--- config.mk ---
export PLATFORM = sky130hd
export DESIGN_NAME = bsg_axil_csr_responder
export DESIGN_NICKNAME = d
export VERILOG_FILES = /design/src/rtl/bsg_axil_csr_responder.sv
export SDC_FILE = /design/constraint.sdc
export NUM_CORES = 1
export LEC_CHECK = 0
export CORE_MARGIN = 3
export CORE_UTILIZATION = 43
export DETAILED_ROUTE_END_ITERATION = 12
export MAX_ROUTING_LAYER = met4
export PLACE_DENSITY = 0.76
export SLEW_MARGIN = 0
export SYNTH_ARGS = -nofsm -noshare
export SYNTH_HDL_FRONTEND = slang
export SYNTH_SLANG_ARGS = --single-unit
export TNS_END_PERCENT = 20
--- constraint.sdc ---
create_clock -name clk_i -period 1.6 [get_ports clk_i]
set_input_delay 0.16 -clock clk_i [delete_from_list [all_inputs] [get_ports clk_i]]
set_output_delay 0.16 -clock clk_i [all_outputs]
set_load 0.02 [all_outputs]
--- src/rtl/bsg_axil_csr_responder.sv ---
// AXI4-Lite responder that terminates AW/W/B/AR/R in a bank of read/write CSRs.
// Optional: define BSG_AXIL_CSR_PROT_CHECK_EN to reject unprivileged (awprot[0]=0) writes.
module bsg_axil_csr_responder
  #(parameter int addr_width_p = 32
    , parameter int data_width_p = 32
    , parameter int num_regs_p   = 4
    , parameter int base_addr_p  = 0)
   (input  logic                               clk_i
    , input  logic                             reset_i
    , input  logic [addr_width_p-1:0]          awaddr_i
    , input  logic [2:0]                       awprot_i
    , input  logic                             awvalid_i
    , output logic                             awready_o
    , input  logic [data_width_p-1:0]          wdata_i
    , input  logic [data_width_p/8-1:0]        wstrb_i
    , input  logic                             wvalid_i
    , output logic                             wready_o
    , output logic [1:0]                       bresp_o
    , output logic                             bvalid_o
    , input  logic                             bready_i
    , input  logic [addr_width_p-1:0]          araddr_i
    , input  logic [2:0]                       arprot_i
    , input  logic                             arvalid_i
    , output logic                             arready_o
    , output logic [data_width_p-1:0]          rdata_o
    , output logic [1:0]                       rresp_o
    , output logic                             rvalid_o
    , input  logic                             rready_i
    , output logic [num_regs_p*data_width_p-1:0] csr_o
    , output logic [num_regs_p-1:0]            csr_w_v_o
    );

    localparam int strb_w_lp   = data_width_p / 8;
    localparam int lg_bytes_lp = $clog2(strb_w_lp);
    localparam int idx_w_lp    = (num_regs_p > 1) ? $clog2(num_regs_p) : 1;
    localparam logic [addr_width_p-1:0] base_lp = addr_width_p'(base_addr_p);

    function automatic logic addr_ok(input logic [addr_width_p-1:0] a);
        logic [addr_width_p-1:0] off_idx;
        off_idx = (a - base_lp) >> lg_bytes_lp;
        return (a >= base_lp) && (off_idx < addr_width_p'(num_regs_p));
    endfunction

    function automatic logic [idx_w_lp-1:0] addr_idx(input logic [addr_width_p-1:0] a);
        logic [addr_width_p-1:0] off_idx;
        off_idx = (a - base_lp) >> lg_bytes_lp;
        return off_idx[idx_w_lp-1:0];
    endfunction

    logic [num_regs_p-1:0][data_width_p-1:0] csr_r;
    logic                      aw_v, w_v, b_v, r_v;
    logic [addr_width_p-1:0]   awaddr_r;
    logic [2:0]                awprot_r;
    logic [data_width_p-1:0]   wdata_r;
    logic [strb_w_lp-1:0]      wstrb_r;
    logic [1:0]                bresp_r, rresp_r;
    logic [data_width_p-1:0]   rdata_r;
    logic [num_regs_p-1:0]     csr_w_v_r;

    logic aw_hs, w_hs, ar_hs, r_hs, b_hs, commit, wr_addr_ok, wr_ok;
    logic [idx_w_lp-1:0] wr_idx;

    assign awready_o = ~aw_v & ~reset_i;
    assign wready_o  = ~w_v  & ~reset_i;
    assign arready_o = ~r_v  & ~reset_i;
    assign bvalid_o  = b_v   & ~reset_i;
    assign rvalid_o  = r_v   & ~reset_i;

    assign aw_hs = awvalid_i & awready_o;
    assign w_hs  = wvalid_i  & wready_o;
    assign ar_hs = arvalid_i & arready_o;
    assign r_hs  = rvalid_o  & rready_i;
    assign b_hs  = bvalid_o  & bready_i;

    // A pending B response stalls the next commit until it is being accepted.
    assign commit     = aw_v & w_v & (~b_v | bready_i);
    assign wr_addr_ok = addr_ok(awaddr_r);
    assign wr_idx     = addr_idx(awaddr_r);
`ifdef BSG_AXIL_CSR_PROT_CHECK_EN
    assign wr_ok = wr_addr_ok & awprot_r[0];
`else
    assign wr_ok = wr_addr_ok;
`endif

    logic unused_prot;
    assign unused_prot = &{1'b0, arprot_i, awprot_r};

    always_ff @(posedge clk_i) begin
        if (reset_i) begin
            csr_r     <= '0;
            aw_v      <= 1'b0;
            w_v       <= 1'b0;
            b_v       <= 1'b0;
            r_v       <= 1'b0;
            awaddr_r  <= '0;
            awprot_r  <= '0;
            wdata_r   <= '0;
            wstrb_r   <= '0;
            bresp_r   <= '0;
            rresp_r   <= '0;
            rdata_r   <= '0;
            csr_w_v_r <= '0;
        end else begin
            if (aw_hs) begin
                awaddr_r <= awaddr_i;
                awprot_r <= awprot_i;
                aw_v     <= 1'b1;
            end else if (commit) begin
                aw_v <= 1'b0;
            end

            if (w_hs) begin
                wdata_r <= wdata_i;
                wstrb_r <= wstrb_i;
                w_v     <= 1'b1;
            end else if (commit) begin
                w_v <= 1'b0;
            end

            if (commit) begin
                b_v     <= 1'b1;
                bresp_r <= wr_ok ? 2'b00 : 2'b10;
                if (wr_ok) begin
                    for (int k = 0; k < strb_w_lp; k++)
                        if (wstrb_r[k])
                            csr_r[wr_idx][k*8 +: 8] <= wdata_r[k*8 +: 8];
                end
            end else if (b_hs) begin
                b_v <= 1'b0;
            end

            for (int i = 0; i < num_regs_p; i++)
                csr_w_v_r[i] <= commit & wr_ok & (wr_idx == idx_w_lp'(i));

            // Reads sample the pre-edge CSR value, so a same-edge commit is not visible.
            if (ar_hs) begin
                r_v     <= 1'b1;
                rresp_r <= addr_ok(araddr_i) ? 2'b00 : 2'b10;
                rdata_r <= addr_ok(araddr_i) ? csr_r[addr_idx(araddr_i)] : '0;
            end else if (r_hs) begin
                r_v <= 1'b0;
            end
        end
    end

    assign csr_o     = csr_r;
    assign csr_w_v_o = csr_w_v_r;
    assign bresp_o   = bresp_r;
    assign rresp_o   = rresp_r;
    assign rdata_o   = rdata_r;

endmodule

* After elaboration in Yosys (flattened, before gate mapping) *
Index checks and enable logic that the tools add are counted.

cells by class
  $lt $le $gt $ge = 7
  equal/unequal tests = 3
  muxes and demuxes = 37
  bitwise gates (word level) = 23
  reductions and logical operators = 9

operators with widths
  kind                                                                number
  2-to-1 mux 128 bit                                                  13
  bitwise mux 128 bit                                                 4
  demux 32 bit (select 2 bit)                                         4
  2-to-1 mux 32 bit                                                   3
  binary-select mux 32 bit (select 2 bit)                             1
  greater-or-equal comparator 32 x 1 -> 1 bit, second input constant  2
  less-than comparator 30 x 3 -> 1 bit, second input constant         2
  2-to-1 mux 24 bit                                                   1
  AND 1 bit                                                           17
  2-to-1 mux 16 bit                                                   1
  2-to-1 mux 8 bit                                                    1
  nonzero test 2 bit                                                  4
  2-to-1 mux 1 bit                                                    7
  less-than comparator 2 x 3 -> 1 bit, second input constant          2
  inverter 1 bit                                                      5
  equality test 2 bit, second input constant                          2
  2-to-1 mux 2 bit                                                    2
  logical AND 1 bit                                                   3
  equality test 2 x 1 -> 1 bit, second input constant                 1
  greater-or-equal comparator 2 x 1 -> 1 bit, second input constant   1
  logical NOT 2 bit                                                   1
  AND reduction 2 bit                                                 1
  bitwise OR 1 bit                                                    1

word-level totals
  bits in registers = 240
  input port bits = 113
  output and inout port bits = 173
  word-level logic and storage cells = 94

* Longest topological paths before layout *
Gate-level depths: netlist of run 1.

  depth in word-level cells = 21
  depth in mapped cells = 6
  depth with buffers taken out = 4

* Least setup slack after synthesis of run 1 *
OpenSTA, ideal clock, no wires.

  path kind = register -> register
  from = register awaddr_r[27]
  to = register csr_r (netlist bit csr_o[100])
  setup time = 0.122 ns
  data arrival time = 1.582 ns
  required time = 1.478 ns
  path slack = -0.104 ns
  stages on the path, launching flop included = 6
  buffers on the path = 1
  period minus slack after synthesis = 1.704 ns
  cells stage by stage = dfxtp_1 > nor4_2 > nand4_1 > or4_1 > buf_6 > mux2i_1

on the way
  cells in the longest elaborated chain, start to end = 3
  elaborated cells on any way between the ends = 4
  classes of those cells = order compare (2); reduce/logical (2)

ends and longest elaborated chain
  what                                                                                                 line  source
  start, declared                                                                                      52    logic [addr_width_p-1:0] awaddr_r;
  start signal, assigned                                                                               105   awaddr_r <= awaddr_i;
  greater-or-equal comparator 32 x 1 -> 1 bit or less-than comparator 30 x 3 -> 1 bit (tied branches)  41    return (a >= base_lp) && (off_idx < addr_width_p'(num_regs_p));
  logical AND 1 bit *                                                                                  41
  AND reduction 2 bit (no line) *                                                                      --
  end signal, assigned by index                                                                        126   csr_r[wr_idx][k*8 +: 8] <= wdata_r[k*8 +: 8];
  end, declared                                                                                        50    logic [num_regs_p-1:0][data_width_p-1:0] csr_r;

Every way passes the cells marked *; elsewhere a longest branch is shown, timed or not.
A chain may end at the register's enable or synchronous reset.

* Worst setup path in the final report of run 1 *
  from = register awaddr_r[19]
  to = register csr_r (netlist bit csr_o[110])

The elaborated chain is that of the path after synthesis.

==> flow_summary.json, run 1 <==
{
  "syn_area_per_cell_um2": 10.1,
  "cp.arrival_ns": 2.28,
  "wl_mm": 27.8,
  "overflow": 0,
  "die_y_um": 158,
  "viasPerCell": 5.18,
  "r2r_cells": 5,
  "critPathLaunch": "awaddr_r[19]",
  "finalSetupViolCount": 98,
  "synth_seq_cells": 236,
  "yosysMostFrequentCell": "dfxtp_1",
  "fin_nets": 1365,
  "grt_pass1_vias": 8042,
  "grt_use_met1_pct": 26.7,
  "maxCapViolations": 0,
  "place_area_mm2": 0.0133,
  "area_growth_syn_to_layout_pct": 40.8,
  "fin_crit_sh_pct": 116,
  "grt_use_met3_pct": 4.76,
  "tns_ns": -14.46,
  "drcViolationCount": 0,
  "synth_common_cells": "dfxtp_1 (236), nand2b_1 (196), mux2i_1 (128)",
  "grt_first_pass_wirelength_mm": 42.5,
  "final_cells": 1554,
  "path_depth": 5,
  "antenna_left": 0,
  "dieArea_mm2": 0.0251,
  "nFillCells": 1963,
  "r2r_end": "csr_o[110]",
  "tightest_slew_ns": 0.644,
  "fin_crit_ns": 1.85,
  "slew_headroom_pct": 57.0,
  "violations": "setup timing",
  "dp_hpwl_mm": 19.1,
  "clkSinkCount": 236,
  "multi_input_area_mm2": 0.00502,
  "ys.warnings.count": 0,
  "r2r_slack_ns": -0.25,
  "status": "complete, but fails checks",
  "placementRows": 55,
  "grt.busiest_layer": "met2",
  "grt_setup_unrepaired": "yes",
  "critPathCapture": "csr_o[110]",
  "ys_seq_area_share_pct": 47.3,
  "root_buffer": "clkbuf_16",
  "path_clk_slew_ns": 0.06,
  "dp.cells": 1514,
  "async_flop_share_pct": 0,
  "hold_depth": 4,
  "fin_ws_ns": -0.251,
  "holdCritPathClass": "in -> reg",
  "final_max_slew_viol_count": 0,
  "cts_tree": "yes",
  "drtIter0Drc": 378,
  "start_util_pct": 44.0,
  "regArea_mm2": 0.00473,
  "power_leakage_nw": 6.65,
  "rr_startpoint": "awaddr_r[19]",
  "endpoint_kind": "flop",
  "synth_cells": 984,
  "hold_ws_ns": 0.128,
  "synth-edff-count": 0,
  "path_class": "reg -> reg",
  "required_ns": 2.03,
  "yosysTopAreaCellShare_pct": 47.3,
  "path_delay_family": "simple AND/OR/NAND/NOR gates",
  "finalHoldViolations": 0,
  "h-tree-depth": 1,
  "grt_use_met2_pct": 36.5,
  "start_kind": "flop",
  "max-vdd-ir-drop_mv": 0.690,
  "diodes": 0,
  "grtUsageTotal_pct": 21.7,
  "clock_latency_ns": 0.51,
  "synth_area_leaders": "dfxtp_1 (47%), mux2i_1 (13%), nand2b_1 (12%), mux4_2 (7.2%), nand2_1 (4.1%)",
  "critPathMaxStageDelay_ns": 0.68,
  "fin_area_mm2": 0.0141,
  "cp_num_buf_inv": 1,
  "gp_congestion": 0.816,
  "fmax_ghz": 0.540,
  "io_buffers": 273,
  "synth_ff_type": "dfxtp_1",
  "core_mm2": 0.0227,
  "num_vias": 8052,
  "die_w_um": 158,
  "drive_gt1_share_pct": 12.5,
  "skew_ns": 0.00881,
  "path_cells": "nor4_4, buf_4, nand2_4, or4_4, mux2i_1",
  "netlist.top_cell.by_area": "dfxtp_1",
  "hold_buffers": 0,
  "grt_max_degree": 104,
  "path_max_fanout": 8,
  "cts.path.max_buffers": 3,
  "io_pins": 286,
  "netlist_area_mm2": 0.00998,
  "synthDistinctLibCells": 34,
  "grt_antenna_before_repair": 0,
  "cpMaxStageDelayCell": "or4_4",
  "firstDrtPassIters": 5,
  "cts_buffers": 26,
  "p_per_area_mw_per_mm2": 930,
  "wire_per_inst_um": 17.9
}
## worst min-delay path: cells and delay by family
family	cells	cell delay, ns
buf+inv	2	0.24
simple gates	1	0.12
compound gates	1	0.07
## flip-flops by register name (all words and copies together), names as in the netlist
| signal | flops |
|---|---|
| wdata_r | 32 |
| csr_w_v_o | 4 |
| w_v | 1 |
| rdata_o | 32 |
| rresp_o | 1 |
| wstrb_r | 4 |
| csr_o | 128 |
| bresp_o | 1 |
| aw_v | 1 |
| b_v | 1 |
| r_v | 1 |
| awaddr_r | 30 |
## layout make-up
| class | instances | share of cell area [%] |
|---|---|---|
| Timing Repair Buffer | 316 | 22.0 |
| Clock inverter | 11 | 0.792 |
| Inverter | 2 | 0.0534 |
| Multi-Input combinational cell | 670 | 35.7 |
| Tap cell | 285 | 2.54 |
| Sequential cell | 236 | 33.6 |
| Clock buffer | 34 | 5.28 |
## cells by family (layout without fill, tap and decap cells)
| group | after synthesis | in the layout | share of synthesized area [%] |
|---|---|---|---|
| simple gates | 403 | 403 | 23.2 |
| buf+inv | 79 | 363 | 4.05 |
| compound gates | 105 | 105 | 5.34 |
| other cells | 1 | 2 | 0.0376 |
| flops | 236 | 236 | 47.3 |
| mux | 160 | 160 | 20.1 |
## worst min path at each step
stage | from | to
2_1_floorplan | awaddr_i[2] | awaddr_r[2]
3_3_place_gp | rdata_o[3] | rdata_o[3]
3_5_place_dp | rdata_o[30] | rdata_o[30]
4_1_cts | reset_i | r_v
5_1_grt | reset_i | r_v
6_report | reset_i | r_v
## through the flow
| stage | total power, mW | utilization (%) | worst slack [ns] |
|---|---|---|---|
| after floorplan | 6.71 | - | -0.0643 |
| after global placement | 7.21 | 58.6 | -0.527 |
| after detailed placement | 7.23 | 58.6 | -0.545 |
| after CTS | 13.2 | 62.0 | -0.298 |
| after global routing | 13.5 | 61.9 | -0.303 |
| final | 13.1 | 61.9 | -0.251 |
## repair_timing
action,in CTS,in global routing
hold endpoints to repair,0,0
gates resized for setup,203,15
setup buffers,0,1
pin swaps,6,55
setup endpoints to repair,333,167
## cells in the final DEF, fill, tap and decap left out, drive strengths merged, types with 3 or more instances in the layout
master,n
o21ai,68
nor3b,4
nand2b,196
clkinv,8
dfxtp,236
mux4,32
clkdlybuf4s50,99
clkbuf,35
nand3,6
dlygate4sd2,169
nand2,108
nor4,10
nand4,42
nor2,11
a21oi,34
buf,46
or4,15
mux2i,128
and2,3
## power by group
part,total [mW],internal (mW),switching [mW]
logic,1.06,0.559,0.497
clock network,5.93,3.57,2.36
registers,6.09,6.01,0.0808
## routing by layer
| metal | wire (um) | vias up |
|---|---|---|
| met5 | 0 | - |
| met2 | 13800 | 226 |
| li1 | - | 3946 |
| met4 | 652 | 0 |
| met1 | 11600 | 3836 |
| met3 | 1720 | 44 |
Power figures use the tool's default switching activity.
==> run 2: changes to the inputs <==
--- a/config.mk
+++ b/config.mk
@@ -5,7 +5,6 @@
 export SDC_FILE = /design/constraint.sdc
 export NUM_CORES = 1
 export LEC_CHECK = 0
-export CORE_MARGIN = 3
 export CORE_UTILIZATION = 43
 export DETAILED_ROUTE_END_ITERATION = 12
 export MAX_ROUTING_LAYER = met4
==> run 2 against run 1 <==
  * The flow still finishes with violations (setup timing)
  * Register-to-register slack lost 0.07 ns
  * Global-route usage is 1.8 points higher
  * Sequential cell count unchanged
  * Count of clock-buffer cells in the layout up 3
  * Fmax shrank 3.5%
  * Final cell count fell by 0.26%
  * First-iteration DRC count fell by 4.8%
  * Routed wire length shrank 1.4%
  * Sequential share of layout area is 0.17 points higher
  * Via count rose by 0.40%
  * Critical endpoint is now csr_o[107]
==> flow_summary.json, run 2 (same netlist as run 1, synthesis figures left out) <==
{
  "final_cell_mix": "dfxtp_1 (231), nand2b_1 (196), dlygate4sd2_1 (169), mux2i_1 (128), nand2_1 (107)",
  "largest_register_ffs": 128,
  "min_to": "r_v",
  "num_vias": 8084,
  "final_common_cell": "dfxtp_1",
  "area_growth_syn_to_layout_pct": 40.1,
  "wire_per_inst_um": 17.7,
  "holdCritPathClass": "in -> reg",
  "gp_congestion": 0.805,
  "power_leakage_nw": 6.61,
  "die_w_um": 154,
  "status": "complete, but fails checks",
  "required_ns": 1.99,
  "fin_ws_ns": -0.317,
  "start_kind": "flop",
  "rr_startpoint": "awaddr_r[19]",
  "cp.arrival_ns": 2.30,
  "grt_first_pass_wirelength_mm": 43.7,
  "dp_hpwl_mm": 18.7,
  "drive_gt1_share_pct": 11.9,
  "wl_mm": 27.4,
  "clkSinkCount": 236,
  "finalHoldViolations": 0,
  "maxCapViolations": 0,
  "cts.path.max_buffers": 3,
  "violations": "setup timing",
  "place_ws_ns": -0.585,
  "dieArea_mm2": 0.0238,
  "root_buffer": "clkbuf_16",
  "die_y_um": 154,
  "p_per_area_mw_per_mm2": 899,
  "power.share.clock_pct": 43.2,
  "r2r_end": "csr_o[107]",
  "drcViolationCount": 0,
  "path_clk_slew_ns": 0.06,
  "cts_tree": "yes",
  "firstDrtPassIters": 4,
  "placementRows": 55,
  "min_from": "reset_i",
  "antenna_left": 0,
  "viasPerCell": 5.22,
  "fin_crit_ns": 1.92,
  "cts_buffers": 25,
  "fin_nets": 1364,
  "p_int_mw": 9.74,
  "path_max_fanout": 8,
  "p_sw_mw": 2.84,
  "fmax_ghz": 0.522,
  "h-tree-depth": 1,
  "start_util_pct": 44.0,
  "swShare_pct": 22.6,
  "p_seq_share_pct": 48.4,
  "finalSetupViolCount": 120,
  "grtUsageTotal_pct": 23.5,
  "combPwrFrac_pct": 8.3,
  "max-vdd-ir-drop_mv": 0.666,
  "endpoint_kind": "flop",
  "path_class": "reg -> reg",
  "drtIter0Drc": 360,
  "grt_max_degree": 121,
  "io_buffers": 273,
  "grt_setup_unrepaired": "yes",
  "tns_ns": -18.69,
  "io_pins": 286,
  "grt_pass1_vias": 8086,
  "final_max_slew_viol_count": 0,
  "core_mm2": 0.0227,
  "hold_depth": 4,
  "r2r_slack_ns": -0.32,
  "overflow": 0,
  "fin_crit_sh_pct": 120,
  "clock_latency_ns": 0.51,
  "r2r_cells": 7,
  "dp.cells": 1512,
  "skew_ns": 0.0176,
  "final_cells": 1550,
  "grt_antenna_before_repair": 1
}
run 2: cell count changes in the layout (fill, tap and decap cells not counted), sizes merged:
cell           before  now
buf                46   47
bufinv              2    0
clkbuf             35   38
clkdlybuf4s15       1    0
clkinv              8    2
clkinvlp            1    0
diode               0    1
inv                 2    3
run 2: worst max-delay path by stage:
stage / cells after the start / start / slack (ns) / end
global placement: 6 / araddr_i[12] / -0.53 / rdata_o[3]
floorplan: 5 / awaddr_r[11] / -0.06 / csr_o[100]
detailed placement: 6 / araddr_i[12] / -0.59 / rdata_o[2]
CTS: 7 / awaddr_r[24] / -0.32 / csr_o[107]
global route: 7 / awaddr_r[19] / -0.39 / csr_o[107]
finish: 7 / awaddr_r[19] / -0.32 / csr_o[107]
run 2: worst max-delay path, cell delays in order (launching register included):
cell and delay, ns:
dfxtp_2 0.33, nor4_4 0.28, buf_4 0.16, nand2_2 0.04
buf_6 0.14, or4_4 0.55, buf_12 0.17, mux2i_1 0.12
run 2: timing repair:
| action | in CTS | in global routing |
|---|---|---|
| endpoints found under the setup margin | 332 | 167 |
| pin swaps | 10 | 49 |
| resized for setup | 213 | 8 |
| hold buffers | 0 | 0 |
| buffers inserted | 1 | 0 |
| hold endpoints to repair | 0 | 0 |
run 2: layer usage:
| metal | routed length [um] | share of wire [%] | track usage [%] | up-vias |
|---|---|---|---|---|
| li1 | - | - | - | 3949 |
| met1 | 11500 | 42 | 28.1 | 3861 |
| met2 | 13800 | 51 | 41.3 | 236 |
| met3 | 1560 | 5.7 | 4.06 | 38 |
| met4 | 444 | 1.6 | 5.37 | 0 |
| met5 | 0 | 0 | - | - |
run 2: area by class of cell:
class | count | area [um^2]
Antenna cell | 1 | 2.50
Clock buffer | 37 | 741
Clock inverter | 3 | 22.5
Fill cell | 1982 | 8720
Inverter | 2 | 7.51
Multi-Input combinational cell | 670 | 4990
Sequential cell | 236 | 4730
Tap cell | 285 | 357
Timing Repair Buffer | 316 | 3140
run 2: power groups by stage:
stage                     registers (mW)  clock network (mW)  logic (mW)
after floorplan                     6.20                   0       0.512
after global placement              6.20                   0        1.01
after detailed placement            6.20                   0        1.03
after CTS                           6.09                5.56        1.05
after global routing                6.10                5.81        1.14
final                               6.09                5.44        1.05
run 2: per-stage QoR:
step	cell area (um^2)	power, mW	util (%)	hold slack (ns)
5_1_grt	14000	13.0	61.6	0.188
4_1_cts	14000	12.7	61.9	0.136
3_5_place_dp	13300	7.23	58.6	0.444
3_3_place_gp	13300	7.21	58.6	0.439
2_1_floorplan	10000	6.71	-	0.268
6_report	14000	12.6	61.6	0.149
==> run 3: changes to the inputs <==
--- a/config.mk
+++ b/config.mk
@@ -5,10 +5,9 @@
 export SDC_FILE = /design/constraint.sdc
 export NUM_CORES = 1
 export LEC_CHECK = 0
-export CORE_UTILIZATION = 43
+export CORE_UTILIZATION = 33
 export DETAILED_ROUTE_END_ITERATION = 12
 export MAX_ROUTING_LAYER = met4
-export PLACE_DENSITY = 0.76
 export SLEW_MARGIN = 0
 export SYNTH_ARGS = -nofsm -noshare
 export SYNTH_HDL_FRONTEND = slang
==> run 3 against run 2 <==
  * The flow still finishes with violations (setup timing)
  * Final cell count is 7.2% higher
  * Worst setup slack better by 0.049 ns
  * Non-clock buffer count is 1 higher
  * Combinational power hardly changed
  * Fmax is 2.6% higher
  * Global-route usage is 4.1 points lower
  * Largest cell class unchanged
  * First-iteration DRC count is 29% higher
  * Routed wire length is 6.9% higher
  * Critical path depth is 1 lower
  * Sequential share of layout area is 0.68 points lower
  * Clock skew is 0.0061 ns lower
  * Sequential power hardly changed
==> flow_summary.json, run 3 (same netlist as run 1, synthesis figures left out) <==
{
  "final_max_slew_viol_count": 0,
  "antenna_left": 0,
  "drive_gt1_share_pct": 12.4,
  "status": "complete, but fails checks",
  "fin_area_mm2": 0.0143,
  "dp_hpwl_mm": 19.9,
  "place_ws_ns": -0.543,
  "clkSinkCount": 236,
  "cp.arrival_ns": 2.27,
  "hold_buffers": 0,
  "largest_register_ffs": 128,
  "placementRows": 63,
  "wl_mm": 29.2,
  "firstDrtPassIters": 4,
  "h-tree-depth": 1,
  "power.share.clock_pct": 45.4,
  "path_delay_family": "simple AND/OR/NAND/NOR gates",
  "dieArea_mm2": 0.0310,
  "grt_pass1_vias": 8191,
  "p_per_area_mw_per_mm2": 920,
  "fin_ws_ns": -0.269,
  "core_mm2": 0.0297,
  "skew_ns": 0.0114,
  "tns_ns": -15.93,
  "start_util_pct": 33.6,
  "holdCritPathClass": "in -> reg",
  "p_int_mw": 10.2,
  "final_cell_mix": "dfxtp_1 (231), nand2b_1 (196), dlygate4sd2_1 (167), mux2i_1 (128), nand2_1 (108)",
  "gp_congestion": 0.774,
  "critPathCapture": "csr_o[81]",
  "fmax_ghz": 0.535,
  "io_buffers": 273,
  "path_depth": 6,
  "max-vdd-ir-drop_mv": 0.603,
  "grt_antenna_before_repair": 0,
  "io_pins": 286,
  "p_sw_mw": 2.93,
  "wire_per_inst_um": 17.6,
  "drtIter0Drc": 463,
  "path_max_fanout": 8,
  "root_buffer": "clkbuf_16",
  "grt_max_degree": 140,
  "overflow": 0,
  "power_leakage_nw": 6.65,
  "maxCapViolations": 0,
  "fin_crit_ns": 1.87,
  "cp_num_buf_inv": 2,
  "required_ns": 2.00,
  "clock_latency_ns": 0.52,
  "nFillCells": 2810,
  "die_w_um": 176,
  "cpMaxStageDelayCell": "or4_4",
  "start_kind": "flop",
  "path_class": "reg -> reg",
  "diodes": 0,
  "num_vias": 8040,
  "slew_headroom_pct": 64.8,
  "endpoint_kind": "flop",
  "r2r_cells": 6,
  "p_seq_share_pct": 46.4,
  "dp.cells": 1618,
  "final_common_cell": "dfxtp_1",
  "grt_first_pass_wirelength_mm": 45.9,
  "swShare_pct": 22.3,
  "combPwrFrac_pct": 8.2,
  "finalHoldViolations": 0,
  "final_cells": 1661,
  "path_cells": "nor4_4, nand4_1, buf_6, or4_4, buf_12, mux2i_1",
  "rr_startpoint": "awaddr_r[10]",
  "area_growth_syn_to_layout_pct": 43.0,
  "critPathLaunch": "awaddr_r[10]",
  "hold_ws_ns": 0.124,
  "grtUsageTotal_pct": 19.4,
  "die_y_um": 176,
  "fin_nets": 1367,
  "critPathMaxStageDelay_ns": 0.50,
  "r2r_end": "csr_o[81]",
  "cts.path.max_buffers": 3,
  "r2r_slack_ns": -0.27,
  "violations": "setup timing",
  "drcViolationCount": 0,
  "path_clk_slew_ns": 0.06,
  "fin_crit_sh_pct": 117,
  "grt_setup_unrepaired": "yes",
  "cts_buffers": 27,
  "place_area_mm2": 0.0135,
  "finalSetupViolCount": 93,
  "tightest_slew_ns": 0.528,
  "viasPerCell": 4.84,
  "cts_tree": "yes"
}
run 3: repair_timing:
| action | 4_1_cts | 5_1_grt |
|---|---|---|
| buffers inserted | 1 | 0 |
| resized for setup | 208 | 12 |
| setup endpoints to repair | 332 | 167 |
| endpoints found under the hold margin | 0 | 0 |
| pin swaps | 9 | 31 |
run 3: power groups by stage:
stage	clock network, mW	logic (mW)	registers, mW
2_1_floorplan	0	0.512	6.20
3_3_place_gp	0	1.06	6.20
3_5_place_dp	0	1.06	6.20
4_1_cts	6.13	1.08	6.09
5_1_grt	6.37	1.17	6.11
6_report	5.97	1.08	6.09
run 3: per-stage QoR:
stage / util (%) / total power [mW]
6_report: 48.0 / 13.1
5_1_grt: 48.0 / 13.6
4_1_cts: 48.0 / 13.3
3_5_place_dp: 45.4 / 7.27
3_3_place_gp: 45.4 / 7.26
2_1_floorplan: - / 6.71
run 3: worst min-delay path by stage:
stage | from | end | slack, ns | cells past startpoint
after floorplan | awaddr_i[2] | awaddr_r[2] | 0.27 | 2
after global placement | rdata_o[13] | rdata_o[13] | 0.44 | 2
after detailed placement | rdata_o[23] | rdata_o[23] | 0.44 | 2
after CTS | reset_i | r_v | 0.11 | 4
after global routing | reset_i | r_v | 0.17 | 4
final | reset_i | r_v | 0.12 | 4
run 3: routing by layer:
| metal | share of wire, % | GRT usage, % | vias up |
|---|---|---|---|
| li1 | - | - | 3969 |
| met1 | 44 | 23.7 | 3832 |
| met2 | 49 | 33.2 | 201 |
| met3 | 5.2 | 3.34 | 38 |
| met4 | 1.6 | 4.42 | 0 |
| met5 | 0 | - | - |
run 3: area by class of cell:
cell class / count / area (um^2) / area share [%]
Multi-Input combinational cell: 670 / 5020 / 35.2
Sequential cell: 236 / 4730 / 33.1
Timing Repair Buffer: 317 / 3170 / 22.2
Clock buffer: 43 / 816 / 5.72
Tap cell: 390 / 488 / 3.42
Clock inverter: 3 / 46.3 / 0.324
Inverter: 2 / 7.51 / 0.0526
run 3: worst reg2reg max path: stages (launching register included):
cell and delay (ns):
dfxtp_2 0.33, nor4_4 0.30, nand4_1 0.16, buf_6 0.17
or4_4 0.50, buf_12 0.17, mux2i_1 0.12
